===== config.mk =====
export PLATFORM = sky130hd
export DESIGN_NAME = pcx2mb_sm
export DESIGN_NICKNAME = d
export VERILOG_FILES = /design/src/rtl/pcx2mb_sm.sv
export SDC_FILE = /design/constraint.sdc
export NUM_CORES = 1
export LEC_CHECK = 0
export ABC_CLOCK_PERIOD_IN_PS = 10100
export BUFFER_PORTS_ARGS = -buffer_cell sky130_fd_sc_hd__buf_2
export CAP_MARGIN = 25
export CORE_UTILIZATION = 56
export CTS_BUF_LIST = sky130_fd_sc_hd__clkbuf_4 sky130_fd_sc_hd__clkbuf_8 sky130_fd_sc_hd__clkbuf_16
export DETAILED_ROUTE_END_ITERATION = 10
export HOLD_SLACK_MARGIN = 0.02
export PLACE_DENSITY_LB_ADDON = 0.08
export SLEW_MARGIN = 20
export SYNTH_ARGS = -nofsm -noshare
export SYNTH_HDL_FRONTEND = slang
export SYNTH_SLANG_ARGS = --single-unit
export TNS_END_PERCENT = 1

===== constraint.sdc =====
create_clock -name rclk -period 10.1 [get_ports rclk]
set_input_delay 2.02 -clock rclk [delete_from_list [all_inputs] [get_ports rclk]]
set_output_delay 2.02 -clock rclk [all_outputs]
set_load 0.03 [all_outputs]

===== src/rtl/pcx2mb_sm.sv =====
// -----------------------------------------------------------------------------
// pcx2mb_sm
//   Bridges PCX request packets onto a 32-bit FSL master port. Each accepted
//   packet ({1'b0, hdr[2:0], data[123:0]}, 128 bits) is parked in a one-entry
//   holding register. It is then moved into a shift register and emitted as
//   four FSL words, MSB word first. An atomic packet waits in AT_WAIT until
//   its partner arrives, so that the pair streams out as 8 contiguous words.
//
// Ports
//   rclk               clock, all state on rising edge
//   reset_l            synchronous active-low reset
//   pcx_req_vld        upstream packet valid
//   pcx_req_atom       packet is the first of an atomic pair
//   pcx_req_hdr[2:0]   header bits carried with the packet
//   pcx_req_data[123:0] packet payload
//   pcx_req_rdy        holding register empty (registered)
//   fsl_pcx_m_full     FSL master FIFO full
//   pcx_fsl_m_write    FSL write strobe
//   pcx_fsl_m_data     FSL write data
//   pcx_fsl_m_control  marks the first word of a packet
//   pcx_spc_grant_px   one-cycle pulse per packet fully written
// -----------------------------------------------------------------------------
module pcx2mb_sm (
  input  logic         rclk,
  input  logic         reset_l,
  input  logic         pcx_req_vld,
  input  logic         pcx_req_atom,
  input  logic [2:0]   pcx_req_hdr,
  input  logic [123:0] pcx_req_data,
  output logic         pcx_req_rdy,
  input  logic         fsl_pcx_m_full,
  output logic         pcx_fsl_m_write,
  output logic [31:0]  pcx_fsl_m_data,
  output logic         pcx_fsl_m_control,
  output logic         pcx_spc_grant_px
);

  localparam int DATA_W = 124;
  localparam int WORD_W = 32;
  localparam int PKT_W  = 128;

  typedef enum logic [2:0] {
    IDLE    = 3'b001,
    SHIFT   = 3'b010,
    AT_WAIT = 3'b100
  } state_t;

  state_t              state;
  logic [1:0]          word_cnt;
  logic                at_pend;
  logic                grant;

  logic                hold_vld;
  logic                hold_atom_p0;
  logic [2:0]          hold_hdr_p0;
  logic [DATA_W-1:0]   hold_data_p0;

  logic [PKT_W-1:0]    shift_p1;

  logic                accept;
  logic                fsl_write;
  logic                last_word;
  logic                load;
  logic                shift_adv;

  // The strobe is also gated by reset_l so that a packet interrupted by reset
  // stops on the very cycle reset is asserted.
  assign accept    = pcx_req_vld && !hold_vld;
  assign fsl_write = (state == SHIFT) && !fsl_pcx_m_full && reset_l;
  assign last_word = fsl_write && (word_cnt == 2'd0);
  assign shift_adv = fsl_write && (word_cnt != 2'd0);

  always_comb begin
    load = 1'b0;
    if (state == IDLE && hold_vld)
      load = 1'b1;
    else if (last_word && (at_pend || hold_vld))
      load = 1'b1;
  end

  assign pcx_req_rdy       = !hold_vld;
  assign pcx_fsl_m_write   = fsl_write;
  assign pcx_fsl_m_data    = (state == SHIFT) ? shift_p1[PKT_W-1 -: WORD_W] : '0;
  assign pcx_fsl_m_control = (state == SHIFT) && (word_cnt == 2'd3);
  assign pcx_spc_grant_px  = grant;

  // Stage p0: holding register capture; stage p1: shift register load/advance
  always_ff @(posedge rclk) begin
    if (accept) begin
      hold_atom_p0 <= pcx_req_atom;
      hold_hdr_p0  <= pcx_req_hdr;
      hold_data_p0 <= pcx_req_data;
    end
    if (load)
      shift_p1 <= {1'b0, hold_hdr_p0, hold_data_p0};
    else if (shift_adv)
      shift_p1 <= {shift_p1[PKT_W-WORD_W-1:0], {WORD_W{1'b0}}};
  end

  always_ff @(posedge rclk) begin
    if (!reset_l) begin
      state    <= IDLE;
      word_cnt <= 2'd0;
      hold_vld <= 1'b0;
      at_pend  <= 1'b0;
      grant    <= 1'b0;
    end else begin
      grant <= last_word;

      // Load and accept are mutually exclusive: accept needs an empty hold,
      // load needs a full one.
      if (load)
        hold_vld <= 1'b0;
      else if (accept)
        hold_vld <= 1'b1;

      if (load)
        word_cnt <= 2'd3;
      else if (shift_adv)
        word_cnt <= word_cnt - 2'd1;

      case (state)
        IDLE: begin
          if (hold_vld) begin
            if (hold_atom_p0) begin
              state   <= AT_WAIT;
              at_pend <= 1'b1;
            end else begin
              state <= SHIFT;
            end
          end
        end
        AT_WAIT: begin
          // Partner packet stays in hold; it is loaded when the first ends.
          if (hold_vld)
            state <= SHIFT;
        end
        SHIFT: begin
          if (last_word) begin
            if (at_pend) begin
              at_pend <= 1'b0;
              state   <= SHIFT;
            end else if (hold_vld && hold_atom_p0) begin
              at_pend <= 1'b1;
              state   <= AT_WAIT;
            end else if (hold_vld) begin
              state <= SHIFT;
            end else begin
              state <= IDLE;
            end
          end
        end
        default: begin
          state    <= IDLE;
          word_cnt <= 2'd0;
          at_pend  <= 1'b0;
        end
      endcase
    end
  end

endmodule


[Word level (Yosys, flattened, before mapping)]
Cells that the tools add are included.
Cells by class
  add/subtract/negate cells: 1
  reduce and logical (&&, ||, !) cells: 20
  equality and inequality tests: 8
  bitwise logic cells: 2
  multiplexer cells: 21
Operators with widths (number)
  $mux 127: 2
  $mux 32: 1
  $mux 3: 6
  $logic_and 1x1->1: 9
  $pmux 3 s3: 1
  $ne 2x2->1 const B: 4
  $mux 1: 7
  $mux 2: 3
  $reduce_and 4->1: 1
  $reduce_bool 2->1: 2
  $eq 3x1->1 const B: 1
  $eq 3x2->1 const B: 1
  $eq 3x3->1 const B: 1
  $pmux 1 s3: 1
  $reduce_and 3->1: 1
  $reduce_or 3->1: 1
  $eq 2x2->1 const B: 1
  $logic_not 1->1: 2
  $logic_not 2->1: 1
  $not 1->1: 2
  $reduce_and 2->1: 1
  $reduce_or 2->1: 1
  $sub 2x1->2 const B: 1
  $logic_or 1x1->1: 1
Word-level totals
  output and inout bits: 36
  register bits: 264
  word-level logic and storage cells: 62
  input port bits: 132

[Depth between registers and ports, before layout]
Gate-level depths: netlist of the first run.
  depth in word-level cells: 8
  depth in mapped cells: 9

[Worst setup path after synthesis of the first run]
OpenSTA, ideal clock, no wires.
  kind: input to register
  start: in pcx_req_vld
  end: reg hold_atom_p0 (enable)
  path slack: 1.903 ns
  library setup time: 0.629 ns
  stages: 1
  arrival time: 7.568 ns
  required time: 9.471 ns
  cell sequence: nor2b_1
On the way
  longest elaborated chain between the ends: 1
RTL lines
  start: declaration: RTL line 26  | input logic pcx_req_vld,
  $logic_and 1x1->1: RTL line 68  | assign accept = pcx_req_vld && !hold_vld;
  end signal: assignment: RTL line 90  | hold_atom_p0 <= pcx_req_atom;
  end: declaration: RTL line 54  | logic hold_atom_p0;
Every way passes these cells.
A chain may end at the register's enable or synchronous reset.

[Worst setup path in the final report of the first run]
  start: in reset_l
  end: out pcx_fsl_m_write
On the way
  longest elaborated chain between the ends: 1
RTL lines
  start: declaration: RTL line 25  | input logic reset_l,
  $logic_and 1x1->1: RTL line 69  | assign fsl_write = (state == SHIFT) && !fsl_pcx_m_full && reset_l;
  end: declaration: RTL line 32  | output logic pcx_fsl_m_write,
Every way passes these cells.

==> results of run 1 <==
-- final cells by class --
| cell class | instances | area [um^2] | share of cell area [%] |
|---|---|---|---|
| antenna | 2 | 5.005 | 0.04214 |
| clock inverter | 19 | 182.7 | 1.538 |
| timing repair buffer | 173 | 884.6 | 7.448 |
| clock buffer | 33 | 738.2 | 6.215 |
| multi-input combinational | 211 | 1926 | 16.21 |
| sequential | 264 | 7838 | 65.99 |
| tap | 225 | 281.5 | 2.370 |
| inverter | 6 | 22.52 | 0.1896 |
-- registers in the layout, indices dropped and copies added (netlist names) --
register	flops
shift_p1	128
at_pend	1
word_cnt	2
pcx_spc_grant_px	1
hold_hdr_p0	3
hold_vld	1
hold_atom_p0	1
hold_data_p0	124
state	3
-- per-stage QoR --
| step | util, % | total power [mW] | cells | cell area, um^2 |
|---|---|---|---|---|
| floorplan | - | 1.511 | 502 | 9872 |
| global placement | 63.52 | 1.552 | 879 | 10950 |
| global route | 68.90 | 2.628 | 932 | 11880 |
| finish | 68.91 | 2.540 | 933 | 11880 |
| detailed placement | 63.52 | 1.566 | 879 | 10950 |
| CTS | 68.86 | 2.565 | 931 | 11870 |
-- cells in the final DEF, fill, tap and decap left out, drive strengths merged, types with 2 or more instances in the layout --
| cell | synthesis | routed |
|---|---|---|
| nand4b | 2 | 2 |
| inv | 6 | 7 |
| diode | 0 | 2 |
| ha | 2 | 2 |
| clkinv | 0 | 14 |
| a21o | 2 | 2 |
| buf | 12 | 173 |
| nor2 | 6 | 6 |
| dfxtp | 9 | 9 |
| clkbuf | 9 | 33 |
| nor4bb | 2 | 2 |
| nand2 | 5 | 5 |
| mux2 | 95 | 95 |
| a21oi | 4 | 4 |
| bufinv | 0 | 3 |
| o21ai | 5 | 5 |
| edfxtp | 255 | 255 |
| and2 | 66 | 66 |
| nand2b | 3 | 3 |
-- power by group through the flow --
| stage | clock (mW) | sequential [mW] | combinational, mW |
|---|---|---|---|
| finish | 0.999 | 1.35 | 0.194 |
| global route | 1.06 | 1.35 | 0.213 |
| CTS | 1.02 | 1.35 | 0.197 |
| detailed placement | 0 | 1.37 | 0.196 |
| global placement | 0 | 1.37 | 0.186 |
| floorplan | 0 | 1.37 | 0.141 |
-- layer usage --
metal	share of wire (%)	track usage, %	wire, um
met5	0	0	0
met2	50	30.50	8136
met4	3.0	6.492	487
met1	41	22.51	6653
met3	5.3	3.791	849
-- worst max path at each step --
stage	startpoint	end	slack, ns	depth (start not counted)
floorplan	pcx_req_vld	hold_atom_p0	1.90	1
global placement	reset_l	shift_p1[98]	5.51	7
detailed placement	reset_l	shift_p1[72]	5.46	7
CTS	reset_l	pcx_fsl_m_write	5.55	3
global route	state[1]	pcx_fsl_m_data[12]	5.52	4
finish	reset_l	pcx_fsl_m_write	5.55	3
-- cell families after synthesis --
| kind of cell | share of synthesized area, % |
|---|---|
| DFF | 79.39 |
| muxes | 11.58 |
| and+or+nand+nor | 5.919 |
| buffers and inverters | 1.369 |
| AOI/OAI and AO/OA | 1.394 |
| adders and majority gates | 0.2534 |
| xor gates and xnor gates | 0.08874 |
-- critical path, stage by stage --
cell	delay, ns
buf_2	0.16
and3b_1	0.16
buf_2	0.19
==> run_results.csv, run 1 <==
group,metric,value,unit
synthesis,synth_cell_types,39,
timing,drv_slew,0,
setup_path,r2r_cells,5,
timing,slew_headroom,37.25,%
routing,wire_per_inst,17.29,um
power_and_ir_drop,p_leak,4.538,nW
place,dp_slack,5.456,ns
clock_network,cts-buffers-inserted,28,
floorplanning,start_util,57.27,%
worst_hold_path,hold_path_class,"reg2reg",
synthesis,synth_edf_count,255,
synthesis,ys_seq_elements,264,
flow_run,maxCapViolations,0,
power_and_ir_drop,internal_power,2.014,mW
floorplanning,chipHeight,134.8,um
setup_path,end_kind,"primary output",
clock_network,cts_hold_buf,0,
clock_network,cts_root_buf,"clkbuf_16",
synthesis,synth-main-ff-cell,"edfxtp_1",
routing,drc,0,
clock_network,clk_latency,0.53,ns
power_and_ir_drop,switching_share,20.68,%
power_and_ir_drop,p_per_area,213.8,mW/mm^2
place,dp_hpwl,10.02,mm
setup_path,worst_ep_required_time,8.08,ns
synthesis,syn_area,0.009872,mm^2
synthesis,synth_top_area_share,77.57,%
synthesis,async_reset_ff_share,0,%
floorplanning,row_count,48,
setup_path,startpoint_type,"primary input",
final_layout,layout-drive-gt1-share,45.33,%
floorplanning,die_w,134.8,um
setup_path,r2r-end,"shift_p1[48]",
clock_network,cts_resized,0,
power_and_ir_drop,vdd_ir_drop_max,230.7,uV
worst_hold_path,holdPathEnd,"word_cnt[1]",
timing,clock_skew,0.01228,ns
routing,wl,16.13,mm
clock_network,postCtsSetupRepairBufs,0,
timing,fmax,219.6,MHz
synthesis,synth_cells,502,
power_and_ir_drop,comb_power_share,7.6,%
timing,rsz0062_at_grt,"no",
setup_path,critPathKind,"in2out",
worst_hold_path,whs_path_depth,2,
synthesis,synth_nets,636,
routing,drtPass1Iterations,4,
global_route,groute.usage.overall,17.82,%
synthesis,yosysTopAreaCell,"edfxtp_1",
routing,viasPerCell,5.153,
synthesis,synth_commonest_cells,"edfxtp_1, mux2_2, and2_1, mux2_4",
global_route,grt_max_degree,83,
floorplanning,dieArea,0.01816,mm^2
timing,min_period,4.554,ns
place,portBuffers,167,
synthesis,synth-seq-area-share,79.39,%
global_route,antenna_found_initial,1,
setup_path,critPathMaxFanout,9,
synthesis,synth_area_leaders,"edfxtp_1, mux2_2, and2_1, mux2_4, dfxtp_1",
power_and_ir_drop,p_seq_share,53.0,%
timing,setup_slack,5.546,ns
floorplanning,core-area,0.01724,mm^2
timing,tightest_slew,0.9413,ns
final_layout,num-fill-cells,1160,
floorplanning,io_pins,168,
synthesis,yosysMostFrequentCell,"edfxtp_1",
clock_network,clk_pin_slew_worst_paths,0.05,ns
power_and_ir_drop,clock_power_share,39.3,%
power_and_ir_drop,switchingPower,0.5252,mW
status,outcome,"complete, no violations",
final_layout,layout.nets,818,
global_route,grt_pass1_vias,4852,
final_layout,syn2layout_area_growth,20.32,%
setup_path,worstPathArrival,2.53,ns
setup_path,regToRegSetupSlack,6.31,ns
timing,setup_tns,0,ns
setup_path,reg2reg_from,"state[1]",
clock_network,numClockSinks,264,
clock_network,clk_path_buf_depth,3,
timing,finalSetupViolations,0,
routing,vias,4808,
global_route,grt.overflow.total,0,
global_route,grt_first_pass_wirelength,24.55,mm
place,gp_routability_congestion,0.8037,
timing,post-route-period-util,45.09,%
timing,finalHoldViolations,0,
synthesis,postSynthAreaPerCell,19.67,um^2
worst_hold_path,hp-start,"word_cnt[1]",
routing,ant_nets,0,
clock_network,cts_tree,"yes",
timing,hold_ws,0.5089,ns
clock_network,cts_max_level,1,
routing,drt_iter0_drc,217,
synthesis,ys_warn_count,0,
(Power assumes the default switching activity.)
==> run 2, diff against run 1 <==
--- a/config.mk
+++ b/config.mk
@@ -5,7 +5,7 @@
 export SDC_FILE = /design/constraint.sdc
 export NUM_CORES = 1
 export LEC_CHECK = 0
-export ABC_CLOCK_PERIOD_IN_PS = 10100
+export ABC_CLOCK_PERIOD_IN_PS = 4700
 export BUFFER_PORTS_ARGS = -buffer_cell sky130_fd_sc_hd__buf_2
 export CAP_MARGIN = 25
 export CORE_UTILIZATION = 56
==> constraint.sdc (replaced) <==
create_clock -name rclk -period 4.7 [get_ports rclk]
set_input_delay 0.94 -clock rclk [delete_from_list [all_inputs] [get_ports rclk]]
set_output_delay 0.94 -clock rclk [all_outputs]
set_load 0.03 [all_outputs]
==> run_results.csv, run 2 (synthesis results as in run 1) <==
group,metric,value,unit
status,outcome,"complete, no violations",
final_layout,seq_area,0.007838,mm^2
clock_network,clk_path_buf_depth,3,
power_and_ir_drop,switching_share,20.80,%
floorplanning,dieArea,0.01816,mm^2
final_layout,layout_common_cells,"edfxtp_1, buf_2, mux2_2",
clock_network,cts_root_buf,"clkbuf_16",
power_and_ir_drop,p_per_area,445.6,mW/mm^2
timing,fmax,302.1,MHz
place,dp_slack,1.781,ns
clock_network,cts-buffers-inserted,27,
floorplanning,core-area,0.01724,mm^2
clock_network,clk_pin_slew_worst_paths,0.06,ns
setup_path,end_kind,"primary output",
timing,hold_ws,0.5010,ns
floorplanning,die_w,134.8,um
timing,tightest_slew,0.9599,ns
routing,wl,15.43,mm
global_route,groute.usage.overall,17.10,%
routing,wire_per_inst,16.66,um
clock_network,cts_max_level,1,
power_and_ir_drop,clock_power_share,37.0,%
flow_run,maxCapViolations,0,
global_route,grt_first_pass_wirelength,23.75,mm
final_layout,largest_reg_flops,128,
clock_network,postCtsSetupRepairBufs,0,
final_layout,fin_area,0.01178,mm^2
setup_path,critPathKind,"reg2out",
power_and_ir_drop,p_seq_share,55.1,%
final_layout,layout-drive-gt1-share,44.08,%
global_route,grt_pass1_vias,4638,
floorplanning,row_count,48,
clock_network,cts_resized,0,
final_layout,num-fill-cells,1165,
final_layout,layout.nets,815,
timing,rsz0062_at_grt,"no",
final_layout,reg_top3,"shift_p1: 128 flops, hold_data_p0: 124 flops",
power_and_ir_drop,comb_power_share,7.9,%
setup_path,critPathMaxFanout,21,
routing,ant_nets,0,
timing,post-route-period-util,70.42,%
global_route,antenna_found_initial,0,
routing,vias,4771,
final_layout,final_common_cell,"edfxtp_1",
timing,setup_tns,0,ns
power_and_ir_drop,switchingPower,1.091,mW
timing,drv_slew,0,
setup_path,startpoint_type,"flip-flop",
timing,slew_headroom,36.01,%
clock_network,cts_hold_buf,0,
place,portBuffers,167,
global_route,grt_max_degree,128,
place,gp_routability_congestion,0.7575,
timing,min_period,3.310,ns
place,dp_hpwl,9.394,mm
routing,drc,0,
global_route,grt.overflow.total,0,
setup_path,worst_ep_required_time,3.76,ns
floorplanning,chipHeight,134.8,um
power_and_ir_drop,internal_power,4.155,mW
worst_hold_path,hold_path_class,"reg2reg",
final_layout,antennaDiodeCount,0,
floorplanning,start_util,57.27,%
final_layout,syn2layout_area_growth,19.28,%
final_layout,top_register,"shift_p1",
clock_network,numClockSinks,264,
routing,drt_iter0_drc,292,
clock_network,clk_latency,0.53,ns
routing,viasPerCell,5.152,
final_layout,multi_input_area,0.001934,mm^2
timing,finalSetupViolations,0,
routing,drtPass1Iterations,4,
place,place_area,0.01095,mm^2
timing,finalHoldViolations,0,
floorplanning,io_pins,168,
setup_path,worstPathArrival,2.37,ns
timing,setup_slack,1.390,ns
power_and_ir_drop,p_leak,4.480,nW
timing,clock_skew,0.01212,ns
power_and_ir_drop,vdd_ir_drop_max,365.4,uV
clock_network,cts_tree,"yes",
==> run 2: changes by cell type in the layout (fill, tap and decap cells not counted), sizes merged <==
| cell | before | now |
|---|---|---|
| clkbuf | 33 | 29 |
| clkinv | 14 | 17 |
| buf | 173 | 171 |
| bufinv | 3 | 1 |
| diode | 2 | 0 |
==> run 2: path summary, 6_finish.rpt <==
check / to / slack, ns / start / depth (start not counted)
setup / recovery: pcx_fsl_m_data[17] / 1.39 / state[1] / 4
hold / removal: shift_p1[127] / 0.50 / shift_p1[95] / 2
setup reg to reg: shift_p1[23] / 1.80 / state[1] / 3
hold reg to reg: shift_p1[127] / 0.50 / shift_p1[95] / 2
==> run 2: layout make-up <==
class / instances / share of cell area, %
repair buffers: 171 / 7.459
flip-flops and latches: 264 / 66.56
clock inverters: 20 / 1.105
inverters: 6 / 0.1913
well taps: 225 / 2.391
clock buffers: 29 / 5.865
multi-input cells: 211 / 16.43
==> run 2: worst max-delay path: stages (launching register included) <==
cell     delay, ns
dfxtp_1       0.46
nor3b_4       0.67
buf_4         0.35
and2_1        0.17
buf_2         0.19
==> run 2: power by group through the flow <==
stage | Combinational [mW] | Sequential, mW | Clock (mW)
after CTS | 0.424 | 2.89 | 1.99
after global routing | 0.456 | 2.91 | 2.07
after detailed placement | 0.421 | 2.94 | 0
after global placement | 0.407 | 2.93 | 0
after floorplan | 0.304 | 2.92 | 0
final | 0.416 | 2.89 | 1.94
==> run 2: metal layers <==
metal | track usage [%] | share of wire [%] | vias to the layer above
met3 | 3.341 | 5.1 | 35
met2 | 28.95 | 50 | 150
met1 | 22.11 | 42 | 2312
met5 | 0 | 0 | -
li1 | - | - | 2274
met4 | 6.180 | 2.9 | 0
==> run 2: metrics by stage <==
step	cells	total power, mW	utilization (%)
finish	926	5.247	68.31
global route	926	5.437	68.31
CTS	926	5.310	68.31
detailed placement	877	3.362	63.55
global placement	877	3.337	63.55
floorplan	502	3.228	-
